**src/rtl/sine_pwm_dac_pkg.sv**
```systemverilog
// Shared constants and state encoding for the sine PWM DAC block.
// Latency: n/a (declarations only).
// Backpressure: n/a.
package sine_pwm_dac_pkg;

    // Default sample / PWM counter width; PWM period is 2**PWM_WIDTH clocks.
    localparam int PWM_WIDTH = 8;
    // Default amplitude control width; gain is (amp+1)/2**AMP_WIDTH.
    localparam int AMP_WIDTH = 3;

    typedef enum logic [1:0] {
        ST_IDLE = 2'd0,
        ST_LOAD = 2'd1,
        ST_RUN  = 2'd2
    } state_t;

endpackage

```
**src/rtl/sine_pwm_dac_sample_scaler.sv**
```systemverilog
// Scales an unsigned sample by (amp+1)/2**AMP_W, truncating toward zero.
// Latency: purely combinational, zero cycles.
// Backpressure: none; the result is only consumed when the parent loads a sample.
module sample_scaler
    import sine_pwm_dac_pkg::*;
#(
    parameter int WIDTH = PWM_WIDTH,
    parameter int AMP_W = AMP_WIDTH
) (
    input  logic [WIDTH-1:0] sample_i,
    input  logic [AMP_W-1:0] amp_i,
    output logic [WIDTH-1:0] scaled_o
);

    // amp+1 needs one extra bit so that amp=all-ones yields a gain of exactly 1.0.
    logic [AMP_W:0]         gain;
    // (2**WIDTH-1) * 2**AMP_W < 2**(WIDTH+AMP_W), so this width holds the full product.
    logic [WIDTH+AMP_W-1:0] sample_ext;
    logic [WIDTH+AMP_W-1:0] gain_ext;
    logic [WIDTH+AMP_W-1:0] product;

    assign gain       = {1'b0, amp_i} + {{AMP_W{1'b0}}, 1'b1};
    assign sample_ext = {{AMP_W{1'b0}}, sample_i};
    assign gain_ext   = {{(WIDTH-1){1'b0}}, gain};
    assign product    = sample_ext * gain_ext;
    // Keep the upper WIDTH bits of the product; the result never exceeds 2**WIDTH-1.
    assign scaled_o   = WIDTH'(product >> AMP_W);

endmodule

```
**src/rtl/sine_pwm_dac.sv**
```systemverilog
// Converts scaled sine samples into a single-bit PWM stream for an RC DAC.
// Latency: a sample is loaded on its sample_req edge and drives pwm_out from the next cycle.
// Backpressure: none from downstream; sample_req pulses once per period to pull the next upstream sample.
module sine_pwm_dac
    import sine_pwm_dac_pkg::*;
#(
    parameter int WIDTH = PWM_WIDTH,
    parameter int AMP_W = AMP_WIDTH
) (
    input  logic             clk,
    input  logic             rst,
    input  logic             en,
    input  logic [AMP_W-1:0] amp,
    input  logic [WIDTH-1:0] sample_in,
    output logic             pwm_out,
    output logic             sample_req,
    output logic             period_done,
    output logic             busy,
    output logic [WIDTH-1:0] duty_q
);

    state_t           state_q, state_d;
    logic [WIDTH-1:0] cnt_q, cnt_d;
    logic [WIDTH-1:0] duty_d;
    logic [WIDTH-1:0] scaled;
    logic             cnt_last;

    sample_scaler #(
        .WIDTH (WIDTH),
        .AMP_W (AMP_W)
    ) u_scaler (
        .sample_i (sample_in),
        .amp_i    (amp),
        .scaled_o (scaled)
    );

    assign cnt_last = (cnt_q == {WIDTH{1'b1}});

    // Output decodes are built only from registered state/cnt plus the level-sensitive en,
    // so they are settled well before the sampling edge.
    assign period_done = (state_q == ST_RUN) && cnt_last;
    assign sample_req  = (state_q == ST_LOAD) || (period_done && en);
    assign busy        = (state_q != ST_IDLE);
    assign pwm_out     = (state_q == ST_RUN) && (cnt_q < duty_q);

    // Next-state logic: load on entry and on each enabled period boundary; a period
    // always runs to completion before honouring a dropped en.
    always_comb begin
        state_d = state_q;
        cnt_d   = cnt_q;
        duty_d  = duty_q;
        case (state_q)
            ST_IDLE: begin
                cnt_d = '0;
                if (en) begin
                    state_d = ST_LOAD;
                end
            end
            ST_LOAD: begin
                duty_d  = scaled;
                cnt_d   = '0;
                state_d = ST_RUN;
            end
            ST_RUN: begin
                // Natural wrap from all-ones to zero gives a gapless 2**WIDTH period.
                cnt_d = cnt_q + {{(WIDTH-1){1'b0}}, 1'b1};
                if (cnt_last) begin
                    if (en) begin
                        duty_d = scaled;
                    end else begin
                        state_d = ST_IDLE;
                        cnt_d   = '0;
                    end
                end
            end
            default: begin
                state_d = ST_IDLE;
                cnt_d   = '0;
            end
        endcase
    end

    // State, counter and duty registers with synchronous active-low reset.
    always_ff @(posedge clk) begin
        if (!rst) begin
            state_q <= ST_IDLE;
            cnt_q   <= '0;
            duty_q  <= '0;
        end else begin
            state_q <= state_d;
            cnt_q   <= cnt_d;
            duty_q  <= duty_d;
        end
    end

endmodule

```
**config.mk**
```make
export PLATFORM = sky130hd
export DESIGN_NAME = sine_pwm_dac
export DESIGN_NICKNAME = d
export VERILOG_FILES = /design/src/rtl/sine_pwm_dac_pkg.sv /design/src/rtl/sine_pwm_dac_sample_scaler.sv /design/src/rtl/sine_pwm_dac.sv
export SDC_FILE = /design/constraint.sdc
export NUM_CORES = 1
export LEC_CHECK = 0
export BUFFER_PORTS_ARGS = -buffer_cell sky130_fd_sc_hd__buf_2
export CAP_MARGIN = 40
export CORE_ASPECT_RATIO = 1.75
export CORE_MARGIN = 2
export CORE_UTILIZATION = 45
export CTS_CLUSTER_DIAMETER = 150
export DETAILED_ROUTE_END_ITERATION = 8
export PLACE_DENSITY = 0.64
export SYNTH_ARGS = -nofsm -noshare
export SYNTH_HDL_FRONTEND = slang
export SYNTH_SLANG_ARGS = --single-unit
```
**constraint.sdc**
```tcl
create_clock -name clk -period 5.36 [get_ports clk]
set_input_delay 1.072 -clock clk [delete_from_list [all_inputs] [get_ports clk]]
set_output_delay 1.072 -clock clk [all_outputs]
set_load 0.005 [all_outputs]
```
==> results of run 1 <==
==> area by class of cell <==
cell class / instances / area (um^2) / share of cell area [%]
Tap cell: 48 / 60.1 / 3.09
Sequential cell: 18 / 360 / 18.5
Multi-Input combinational cell: 161 / 1270 / 65.4
Inverter: 23 / 86.3 / 4.44
Timing Repair Buffer: 25 / 125 / 6.43
Clock buffer: 3 / 41.3 / 2.12
==> cells by family (layout without fill, tap and decap cells) <==
group | after synthesis | in the layout | synth area share (%)
adder cells (fa/ha/maj) | 33 | 33 | 28.8
flip-flops | 18 | 18 | 20.7
XOR/XNOR | 12 | 12 | 6.03
AND/OR/NAND/NOR | 85 | 85 | 25.4
multiplexers | 1 | 1 | 0.574
AO/OA/AOI/OAI | 30 | 30 | 12.1
buffers and inverters | 27 | 51 | 6.38
==> how the worst max path moves through the flow <==
stage | endpoint | slack (ns)
after floorplan | duty_q[7] | 1.21
after global placement | duty_q[7] | 0.81
after detailed placement | duty_q[7] | 0.73
after CTS | duty_q[7] | 0.99
after global routing | duty_q[7] | 0.80
final | duty_q[7] | 1.01
==> power groups by stage <==
stage	combinational (mW)	sequential, mW	clock (mW)
final	0.164	0.145	0.0927
after global routing	0.191	0.146	0.104
after CTS	0.167	0.146	0.0958
after detailed placement	0.167	0.149	0
after global placement	0.164	0.149	0
after floorplan	0.125	0.148	0
==> synth_stat cells <==
cell,instances
a41o_1,1
a211oi_1,1
o21ai_2,1
nand3b_1,1
clkbuf_1,1
a211o_1,1
a21o_1,4
nand4_1,4
o21a_1,2
nand2b_1,5
o21ai_0,2
or2_2,1
a21oi_1,7
and2_1,17
nand2_1,17
dfxtp_1,18
a311o_1,1
o211ai_1,1
nor2_1,18
or4b_1,2
nor3_1,3
xor2_1,7
and4_1,1
xnor2_1,5
o32ai_1,1
o311ai_1,2
a221oi_1,1
ha_1,21
nand3_1,7
mux2i_1,1
and3_1,4
nor2b_1,5
a31oi_1,3
buf_6,1
inv_1,23
fa_1,12
buf_2,2
a21boi_0,2
==> metrics by stage <==
stage | util (%) | cell area, um^2
after floorplan | - | 1740
after global placement | 50.2 | 1900
after detailed placement | 50.2 | 1900
after CTS | 51.3 | 1950
after global routing | 51.3 | 1950
final | 51.3 | 1950
==> metal layers <==
| metal | global-route usage [%] | vias up | wire length (um) |
|---|---|---|---|
| met1 | 16.0 | 658 | 1250 |
| met4 | 6.63 | 0 | 57 |
| met5 | 0 | - | 0 |
| met2 | 34.6 | 20 | 1990 |
| li1 | - | 745 | - |
| met3 | 1.21 | 5 | 76 |
==> sequential cells by signal, summed over array words and instances, names as in the netlist <==
signal / flops
cnt_q: 8
duty_q: 8
state_q: 2
==> worst max-delay path, cell delays in order <==
cell      delay, ns
buf_2          0.15
ha_1           0.21
xor2_1         0.41
nand2_1        0.14
fa_1           0.52
inv_1          0.06
fa_1           0.53
fa_1           0.48
nand3_1        0.11
nand2_1        0.10
a221oi_1       0.33
nor2_1         0.09
a311o_1        0.27
==> summary.md, run 1 <==
| Metric | Value |
|---|---|
| Status | finished clean |
| Synth Area per Inst | 8.47 um^2 |
| Hold Fails Final Rpt | 0 |
| Max-slew violation count | 0 |
| Antenna cells | 0 |
| Power Total | approximately 0.40 mW |
| First-pass GRT wire length | roughly 5700 um |
| Ys Warns | 0 |
| CP endpoint kind | flop |
| Clock Tree Buf Depth | 2 |
| Syn Std Cell Area | ~1700 um^2 |
| Die footprint | ~4400 um^2 |
| Sink Count | 18 |
| Most frequent cells in the layout | buf_2, inv_1, ha_1, nor2_1, dfxtp_1 |
| Wirelength per Cell | around 12 um |
| Initial core utilization | between 40 and 50% |
| Min-Delay Path Depth | 2 |
| Syn-to-layout area delta | 11.5% |
| Reg2reg start | cnt_q[0] |
| MaxCap Viol Count | 0 |
| Worst Path Max Fanout | 10 |
| Hold EP | duty_q[5] |
| Min cycle time layout | 4.35 ns |
| 1st-pass router iterations | 4 |
| Setup TNS | 0 ns |
| Skew final | between 0.003 and 0.004 ns |
| Routed WL | ~3400 um |
| Die extent in x | between 50 and 60 um |
| CTS tree | built |
| Part of the power in combinational logic | between 40 and 50% |
| Reg-to-reg slack, setup | between 3 and 4 ns |
| Resized Gates After CTS | 0 |
| Share of the clock period used by the worst path | roughly four fifths |
| Synth top area cells | dfxtp_1, ha_1, fa_1 |
| WP data arrival | roughly 4.5 ns |
| HPWL after detailed placement | roughly 3000 um |
| Register area share after synthesis | 20.7% |
| Worst Setup Slack, final | slightly above 1 ns |
| Worst-Skew Late Latency | roughly 0.25 ns |
| RSZ-0062 raised after global routing | false |
| Core Area | 3790 um^2 |
| Filler cell count | between 300 and 400 |
| Internal power | approximately 0.26 mW |
| Grt total ovfl | 0 |
| Yosys cell types | 38 |
| Chip height | around 86 um |
| Largest net degree at the start of global routing | 20 |
| Hold Crit Class | reg2reg |
| Worst hold slack | approximately 0.49 ns |
| # placed instances | ~280 |
| Net Sw Power | ~0.14 mW |
| Clock transition at path regs | 0.06 ns |
| Register bit total from synthesis | 18 |
| Routed vias | 1,428 |
| Layout cell share with drive strength beyond 1 | between 10% and 20% |
| Number of cells on the worst reg-to-reg path | 5 |
| Routed vias/inst | 5.14 |
| Post-synth net total | about 250 |
| Global-route usage over all layers | roughly 17% |
| Worst vdd ir | roughly 120 uV |
| Cells after Synth | a little over 200 |
| Initial antenna violation count | 0 |
| Ports | 26 |
| Post-route ant nets | 0 |
| Initial drt markers | 7 |
| Setup CP Type | in2reg |
| Row cnt | 30 |
| Worst Max-Slew Pin Slew | 0.588 ns |
| Post-CTS setup buffers | 0 |
| Final setup fails | 0 |
| CTS Root Buffer Type | clkbuf_8 |
| Pre-CTS WS | approximately 0.73 ns |
| Vias in the first global route | between 1,000 and 1,500 |
| Clk network pwr share | between 20% and 30% |
| Max_slew headroom | about 61% |
| Fin nets | approximately 280 |
| Power per cell area | between 200 and 250 nW/um^2 |
| IO Port Bufs | 25 |
| Hold Crit Start | duty_q[5] |
| Biggest area consumer among synthesized cells | dfxtp_1 |
| Synth top area share | 20.7% |
| Crit. Startpoint | amp[0] |
| DRC | 0 |
| Fmax | between 200 and 250 MHz |
| H-tree levels | 1 |
| Commonest non-fill, non-tap cell in the layout | buf_2 |
| Leakage | 0.953 nW |
| Critical path launch point type | input port |
| Routability cong. | roughly 0.75 |
| Flop pwr share | a little over a third |
| Total CTS buffers | 3 |
| Post-CTS Hold Buffers | 0 |
| Worst EP required | 5.50 ns |
| Final Non-Filler Cells | around 280 |
| Sw frac | approximately a third |
| FF-to-FF End | duty_q[4] |
Note: power is estimated with default switching activity, not from simulation.
==> inputs of run 2 (changes only) <==
--- a/config.mk
+++ b/config.mk
@@ -5,6 +5,7 @@
 export SDC_FILE = /design/constraint.sdc
 export NUM_CORES = 1
 export LEC_CHECK = 0
+export ABC_AREA = 1
 export BUFFER_PORTS_ARGS = -buffer_cell sky130_fd_sc_hd__buf_2
 export CAP_MARGIN = 40
 export CORE_ASPECT_RATIO = 1.75
@@ -12,7 +13,7 @@
 export CORE_UTILIZATION = 45
 export CTS_CLUSTER_DIAMETER = 150
 export DETAILED_ROUTE_END_ITERATION = 8
-export PLACE_DENSITY = 0.64
+export PLACE_DENSITY = 0.67
 export SYNTH_ARGS = -nofsm -noshare
 export SYNTH_HDL_FRONTEND = slang
 export SYNTH_SLANG_ARGS = --single-unit
==> constraint.sdc (replaced) <==
create_clock -name clk -period 4 [get_ports clk]
set_input_delay 0.8 -clock clk [delete_from_list [all_inputs] [get_ports clk]]
set_output_delay 0.8 -clock clk [all_outputs]
set_load 0.005 [all_outputs]
==> run 2 against run 1 <==
  * Sequential cell count stayed put
  * Largest cell class unchanged
  * Clock power is 62% higher
  * Utilization is 2.4 points higher
  * Non-clock buffer count is 2 higher
  * Register-to-register slack worse by 0.76 ns
==> summary.md, run 2 <==
| Metric | Value |
|---|---|
| Initial antenna violation count | 0 |
| Hold Crit Class | reg2reg |
| FF-to-FF End | duty_q[5] |
| Post-CTS Hold Buffers | 0 |
| Synth Area per Inst | between 6 and 7 um^2 |
| Synth top area share | around 19% |
| RSZ-0062 raised after global routing | false |
| Clock Tree Buf Depth | 2 |
| Final Non-Filler Cells | 346 |
| Worst Path Max Fanout | 7 |
| MaxCap Viol Count | 0 |
| Ys Warns | 0 |
| Final setup fails | 0 |
| Power per cell area | approximately 280 nW/um^2 |
| Routed WL | approximately 3900 um |
| Cell area after layout | 2100 um^2 |
| Wirelength per Cell | ~11 um |
| Cells after Synth | 268 |
| EDFF count, synth | 0 |
| Reg2reg start | cnt_q[0] |
| Core Area | between 3000 and 4000 um^2 |
| Die footprint | about 4700 um^2 |
| H-tree levels | 1 |
| Initial drt markers | 40 |
| Sink Count | 18 |
| Internal power | 0.373 mW |
| Clock transition at path regs | around 0.07 ns |
| Most numerous cell in the Yosys netlist | inv_1 |
| Resized Gates After CTS | 0 |
| Post-CTS setup buffers | 0 |
| Setup crit end | duty_q[7] |
| Worst-Skew Late Latency | approximately 0.26 ns |
| Number of cells on the worst reg-to-reg path | 7 |
| Initial core utilization | a little under half |
| Status | finished clean |
| Synth top area cells | dfxtp_1, ha_1, fa_1 |
| Routability cong. | roughly 0.77 |
| Chip height | 88.9 um |
| Commonest cells post-synth | inv_1, nand2_1, nor2_1 |
| IO Port Bufs | 25 |
| Part of the power in combinational logic | around two fifths |
| Main synth FF type | dfxtp_1 |
| Register bit total from synthesis | 18 |
| Flop pwr share | around a third |
| Max_slew headroom | 79.6% |
| Ports | 26 |
| WP data arrival | 3.86 ns |
| Setup CP Type | in2reg |
| Max-slew violation count | 0 |
| Vias in the first global route | roughly 1,700 |
| Grt total ovfl | 0 |
| Largest registers | cnt_q x8, duty_q x8, state_q x2 |
| CTS tree | built |
| DRC | 0 |
| Placement Cell Area | roughly 2000 um^2 |
| Hold Fails Final Rpt | 0 |
| CP endpoint kind | flop |
| Sw frac | a little over a third |
| Fin nets | between 300 and 400 |
| Final core occ | between 50% and 60% |
| Yosys cell types | 26 |
| # placed instances | 342 |
| Row cnt | 30 |
| Post-synth net total | roughly 320 |
| Largest net degree at the start of global routing | 15 |
| Worst vdd ir | around 220 uV |
| HPWL after detailed placement | ~3400 um |
| Commonest non-fill, non-tap cell in the layout | inv_1 |
| 1st-pass router iterations | 7 |
| Crit. Startpoint | amp[0] |
| Total CTS buffers | 3 |
| Skew final | around 0.0028 ns |
| Syn Std Cell Area | approximately 1900 um^2 |
| Most frequent cells in the layout | inv_1, nand2_1, nor2_1, buf_2, ha_1 |
| Antenna cells | 0 |
| Power Total | roughly 0.59 mW |
| Min cycle time layout | between 3 and 4 ns |
| Reg-to-reg slack, setup | between 2 and 3 ns |
| Fmax | 270 MHz |
| Routed vias/inst | just under 5 |
| Register area share after synthesis | 19.4% |
| Global-route usage over all layers | approximately 20% |
| Biggest area consumer among synthesized cells | dfxtp_1 |
| Worst EP required | about 4.2 ns |
| Leakage | about 1.2 nW |
| Share of the clock period used by the worst path | slightly above 90% |
| Clk network pwr share | about a quarter |
| Layout cell share with drive strength beyond 1 | between 10% and 20% |
| First-pass GRT wire length | about 6900 um |
| CTS Root Buffer Type | clkbuf_8 |
| Fraction of registers with async set/reset | 0% |
| Post-route ant nets | 0 |
| Setup TNS | 0 ns |
| Net Sw Power | ~0.22 mW |
| Routed vias | about 1,700 |
| Worst Max-Slew Pin Slew | 0.304 ns |
| Syn-to-layout area delta | 12.9% |
| Critical path launch point type | input port |
| Die extent in x | between 50 and 60 um |
run 2: cell count changes in the layout (fill, tap and decap cells not counted), sizes merged, moves of 5 or more:
cell | before | now
nand2 | 17 | 57
inv | 23 | 62
nor2 | 18 | 37
and2 | 17 | 1
nand3 | 7 | 16
o21ai | 3 | 9
a21oi | 7 | 12
nand2b | 5 | 0
nor2b | 5 | 0
run 2: power by group through the flow:
stage | sequential, mW | clock (mW) | combinational (mW)
floorplan | 0.199 | 0 | 0.182
detailed placement | 0.199 | 0 | 0.247
CTS | 0.195 | 0.152 | 0.249
global route | 0.196 | 0.158 | 0.288
finish | 0.195 | 0.150 | 0.244
global placement | 0.199 | 0 | 0.242
run 2: area by class of cell:
class	instances	area (um^2)
tap	48	60.1
timing repair buffer	27	140
inverter	62	233
fill	417	1810
multi-input combinational	187	1250
clock buffer	4	55.1
sequential	18	360
run 2: how the worst min path moves through the flow:
| stage | startpoint | to | slack [ns] | cells after the start |
|---|---|---|---|---|
| after global placement | cnt_q[0] | cnt_q[0] | 0.44 | 1 |
| after CTS | cnt_q[0] | cnt_q[0] | 0.48 | 1 |
| after global routing | cnt_q[0] | cnt_q[0] | 0.50 | 1 |
| after floorplan | cnt_q[0] | cnt_q[0] | 0.42 | 1 |
| after detailed placement | cnt_q[0] | cnt_q[0] | 0.46 | 1 |
| final | cnt_q[0] | cnt_q[0] | 0.48 | 1 |
run 2: kinds of logic (layout without fill, tap and decap cells):
family	after synthesis	count (layout)	share of synthesized area, %
buffers and inverters	63	93	13.4
and+or+nand+nor	120	120	28.1
AOI/OAI and AO/OA	25	25	7.82
adders and majority gates	33	33	27.1
DFF	18	18	19.4
xor gates and xnor gates	9	9	4.25
run 2: layer usage:
layer  global-route usage (%)  share of wire, %  routed length (um)
met5                        0                 0                   0
met4                     6.99               2.4                  95
met3                    0.502               2.7                 104
met2                     43.3                61                2400
met1                     16.6                34                1310
run 2: per-stage QoR:
stage	worst slack (ns)	hold WS [ns]
6_report	0.299	0.480
5_1_grt	0.122	0.496
4_1_cts	0.264	0.484
3_5_place_dp	-0.00810	0.464
3_3_place_gp	0.0400	0.436
2_1_floorplan	0.379	0.417
run 2: critical path, stage by stage:
cell and delay [ns]:
buf_2 0.11, ha_1 0.20, or2_2 0.29, nand2_1 0.18
inv_1 0.11, nand2_1 0.09, fa_1 0.41, inv_1 0.09
fa_1 0.44, fa_1 0.47, nand2_1 0.08, nand2_1 0.07
and2_1 0.18, nand2_1 0.09, nand2_1 0.05, nand2_1 0.05
nand3_1 0.05, nand2_1 0.06, inv_1 0.03
==> inputs of run 3 (changes only) <==
--- a/config.mk
+++ b/config.mk
@@ -13,7 +13,7 @@
 export CORE_UTILIZATION = 45
 export CTS_CLUSTER_DIAMETER = 150
 export DETAILED_ROUTE_END_ITERATION = 8
-export PLACE_DENSITY = 0.67
+export PLACE_DENSITY = 0.64
 export SYNTH_ARGS = -nofsm -noshare
 export SYNTH_HDL_FRONTEND = slang
 export SYNTH_SLANG_ARGS = --single-unit
==> constraint.sdc (replaced) <==
create_clock -name clk -period 4.3 [get_ports clk]
set_input_delay 0.86 -clock clk [delete_from_list [all_inputs] [get_ports clk]]
set_output_delay 0.86 -clock clk [all_outputs]
set_load 0.005 [all_outputs]
==> run 3 against run 2 <==
  * Via count increased by 0.24%
  * First-iteration DRC count down 28%
  * Worst setup slack better by 0.24 ns
  * Hold slack got worse by 0.025 ns
  * Utilization stayed put
  * Register-to-register slack better by 0.33 ns
  * Final area did not move
==> summary.md, run 3 (same netlist as run 2, synthesis figures left out) <==
| Metric | Value |
|---|---|
| Clk network pwr share | around 26% |
| Resized Gates After CTS | 0 |
| Reg-to-reg slack, setup | ~2.8 ns |
| Largest registers | cnt_q x8, duty_q x8, state_q x2 |
| DRC | 0 |
| Post-route ant nets | 0 |
| Grt total ovfl | 0 |
| RSZ-0062 raised after global routing | false |
| Hold EP | cnt_q[0] |
| Reg2reg start | cnt_q[0] |
| Sw frac | ~36% |
| Ports | 26 |
| Chip height | 88.9 um |
| Vias in the first global route | between 1,500 and 2,000 |
| Internal power | around 0.35 mW |
| Skew final | between 0.004 and 0.005 ns |
| Part of the power in combinational logic | between 40% and 50% |
| Die extent in x | roughly 53 um |
| Initial antenna violation count | 0 |
| Wirelength per Cell | ~11 um |
| Layout cell share with drive strength beyond 1 | between 10 and 15% |
| Leakage | 1.17 nW |
| Net Sw Power | slightly below 0.2 mW |
| Initial drt markers | 29 |
| Max_slew headroom | approximately 82% |
| Worst Max-Slew Pin Slew | about 0.27 ns |
| Post-CTS setup buffers | 0 |
| Routed WL | approximately 3900 um |
| MaxCap Viol Count | 0 |
| Sequence of cells on the critical path | buf_2, ha_1, or2_2, nand2_1, inv_1, nand2_1, fa_1, inv_1, fa_1, fa_1, nand2_1, nand2_1, and2_1, nand2_1, nand2_1, nand2_1, nand3_1, nand2_1, inv_1 |
| # placed instances | between 300 and 400 |
| Clock Tree Buf Depth | 2 |
| Critical path launch point type | input port |
| Hold Crit Class | reg2reg |
| Row cnt | 30 |
| Syn-to-layout area delta | 12.9% |
| IO Port Bufs | 25 |
| Clock transition at path regs | 0.07 ns |
| Worst Path Max Fanout | 7 |
| Final Non-Filler Cells | 346 |
| 1st-pass router iterations | 4 |
| Number of cells on the worst reg-to-reg path | 8 |
| Max-slew violation count | 0 |
| Largest net degree at the start of global routing | 15 |
| Min cycle time layout | 3.76 ns |
| Fin nets | approximately 350 |
| Core Area | 3900 um^2 |
| Min-Delay Path Depth | 1 |
| Commonest non-fill, non-tap cell in the layout | inv_1 |
| H-tree levels | 1 |
| Hold Crit Start | cnt_q[0] |
| Crit path buffers/inverters | 4 |
| Crit path depth | 19 |
| Worst EP required | ~4.5 ns |
| First-pass GRT wire length | between 6000 and 7000 um |
| Placement Cell Area | between 2000 and 2500 um^2 |
| Share of the clock period used by the worst path | around 87% |
| Antenna cells | 0 |
| WP data arrival | about 4 ns |
| Setup CP Type | in2reg |
| Crit path max-delay family | adder cells |
| Dominant cell type by count on the critical path | nand2_1 |
| Routed vias/inst | 4.82 |
| CP endpoint kind | flop |
| Flop pwr share | between 30% and 40% |
| Setup TNS | 0 ns |
| CTS Root Buffer Type | clkbuf_8 |
| Sink Count | 18 |
| Power per cell area | approximately 260 nW/um^2 |
| Worst-Skew Late Latency | around 0.25 ns |
| Initial core utilization | 47.5% |
| Post-CTS Hold Buffers | 0 |
| Cell area after layout | around 2100 um^2 |
| Final core occ | 53.7% |
| Fmax | roughly 270 MHz |
| CTS tree | built |
| Slowest cell delay on critical path | 0.47 ns |
| HPWL after detailed placement | 3430 um |
| Most frequent cells in the layout | inv_1, nand2_1, nor2_1, buf_2, ha_1 |
| Status | finished clean |
| Hold Fails Final Rpt | 0 |
| Worst vdd ir | 222 uV |
| Die footprint | roughly 4700 um^2 |
| Routed vias | 1,667 |
| Routability cong. | 0.781 |
| Final setup fails | 0 |
| Global-route usage over all layers | 18.3% |
| Slowest CP cell | fa_1 |
| Total CTS buffers | 3 |
| FF-to-FF End | duty_q[2] |
run 3: worst reg2reg max path: stages (launching register included):
cell     delay (ns)
dfxtp_1        0.33
ha_1           0.22
and3_1         0.25
nand3_2        0.15
nand2_4        0.12
o21ai_0        0.17
inv_1          0.05
nand2_1        0.05
inv_1          0.03
run 3: power groups by stage:
stage,combinational [mW],clock (mW),sequential [mW]
2_1_floorplan,0.170,0,0.185
3_3_place_gp,0.224,0,0.185
3_5_place_dp,0.226,0,0.185
4_1_cts,0.227,0.145,0.181
5_1_grt,0.262,0.151,0.182
6_report,0.223,0.140,0.181
run 3: cell type report:
| cell class | count | area, um^2 |
|---|---|---|
| Timing Repair Buffer | 27 | 140 |
| Fill cell | 415 | 1810 |
| Tap cell | 48 | 60.1 |
| Multi-Input combinational cell | 187 | 1250 |
| Clock buffer | 4 | 55.1 |
| Sequential cell | 18 | 360 |
| Inverter | 62 | 233 |
run 3: per-layer routing:
layer	part of all wire, %	vias to the layer above	GRT usage [%]
met5	0	-	0
met4	0.76	0	4.90
met3	2.3	2	1.17
met2	61	24	41.9
met1	36	755	15.0
li1	-	886	-
run 3: worst max-delay path by stage:
stage / startpoint / to
5_1_grt: amp[0] / duty_q[7]
3_5_place_dp: amp[0] / duty_q[7]
6_report: amp[0] / duty_q[7]
4_1_cts: amp[0] / duty_q[7]
2_1_floorplan: amp[0] / duty_q[7]
3_3_place_gp: amp[1] / duty_q[7]
run 3: metrics by stage:
stage | hold WS [ns] | total power, mW | setup WS [ns]
6_report | 0.455 | 0.544 | 0.538
5_1_grt | 0.476 | 0.595 | 0.287
4_1_cts | 0.454 | 0.553 | 0.518
3_5_place_dp | 0.439 | 0.411 | 0.236
3_3_place_gp | 0.432 | 0.409 | 0.259
2_1_floorplan | 0.417 | 0.355 | 0.619
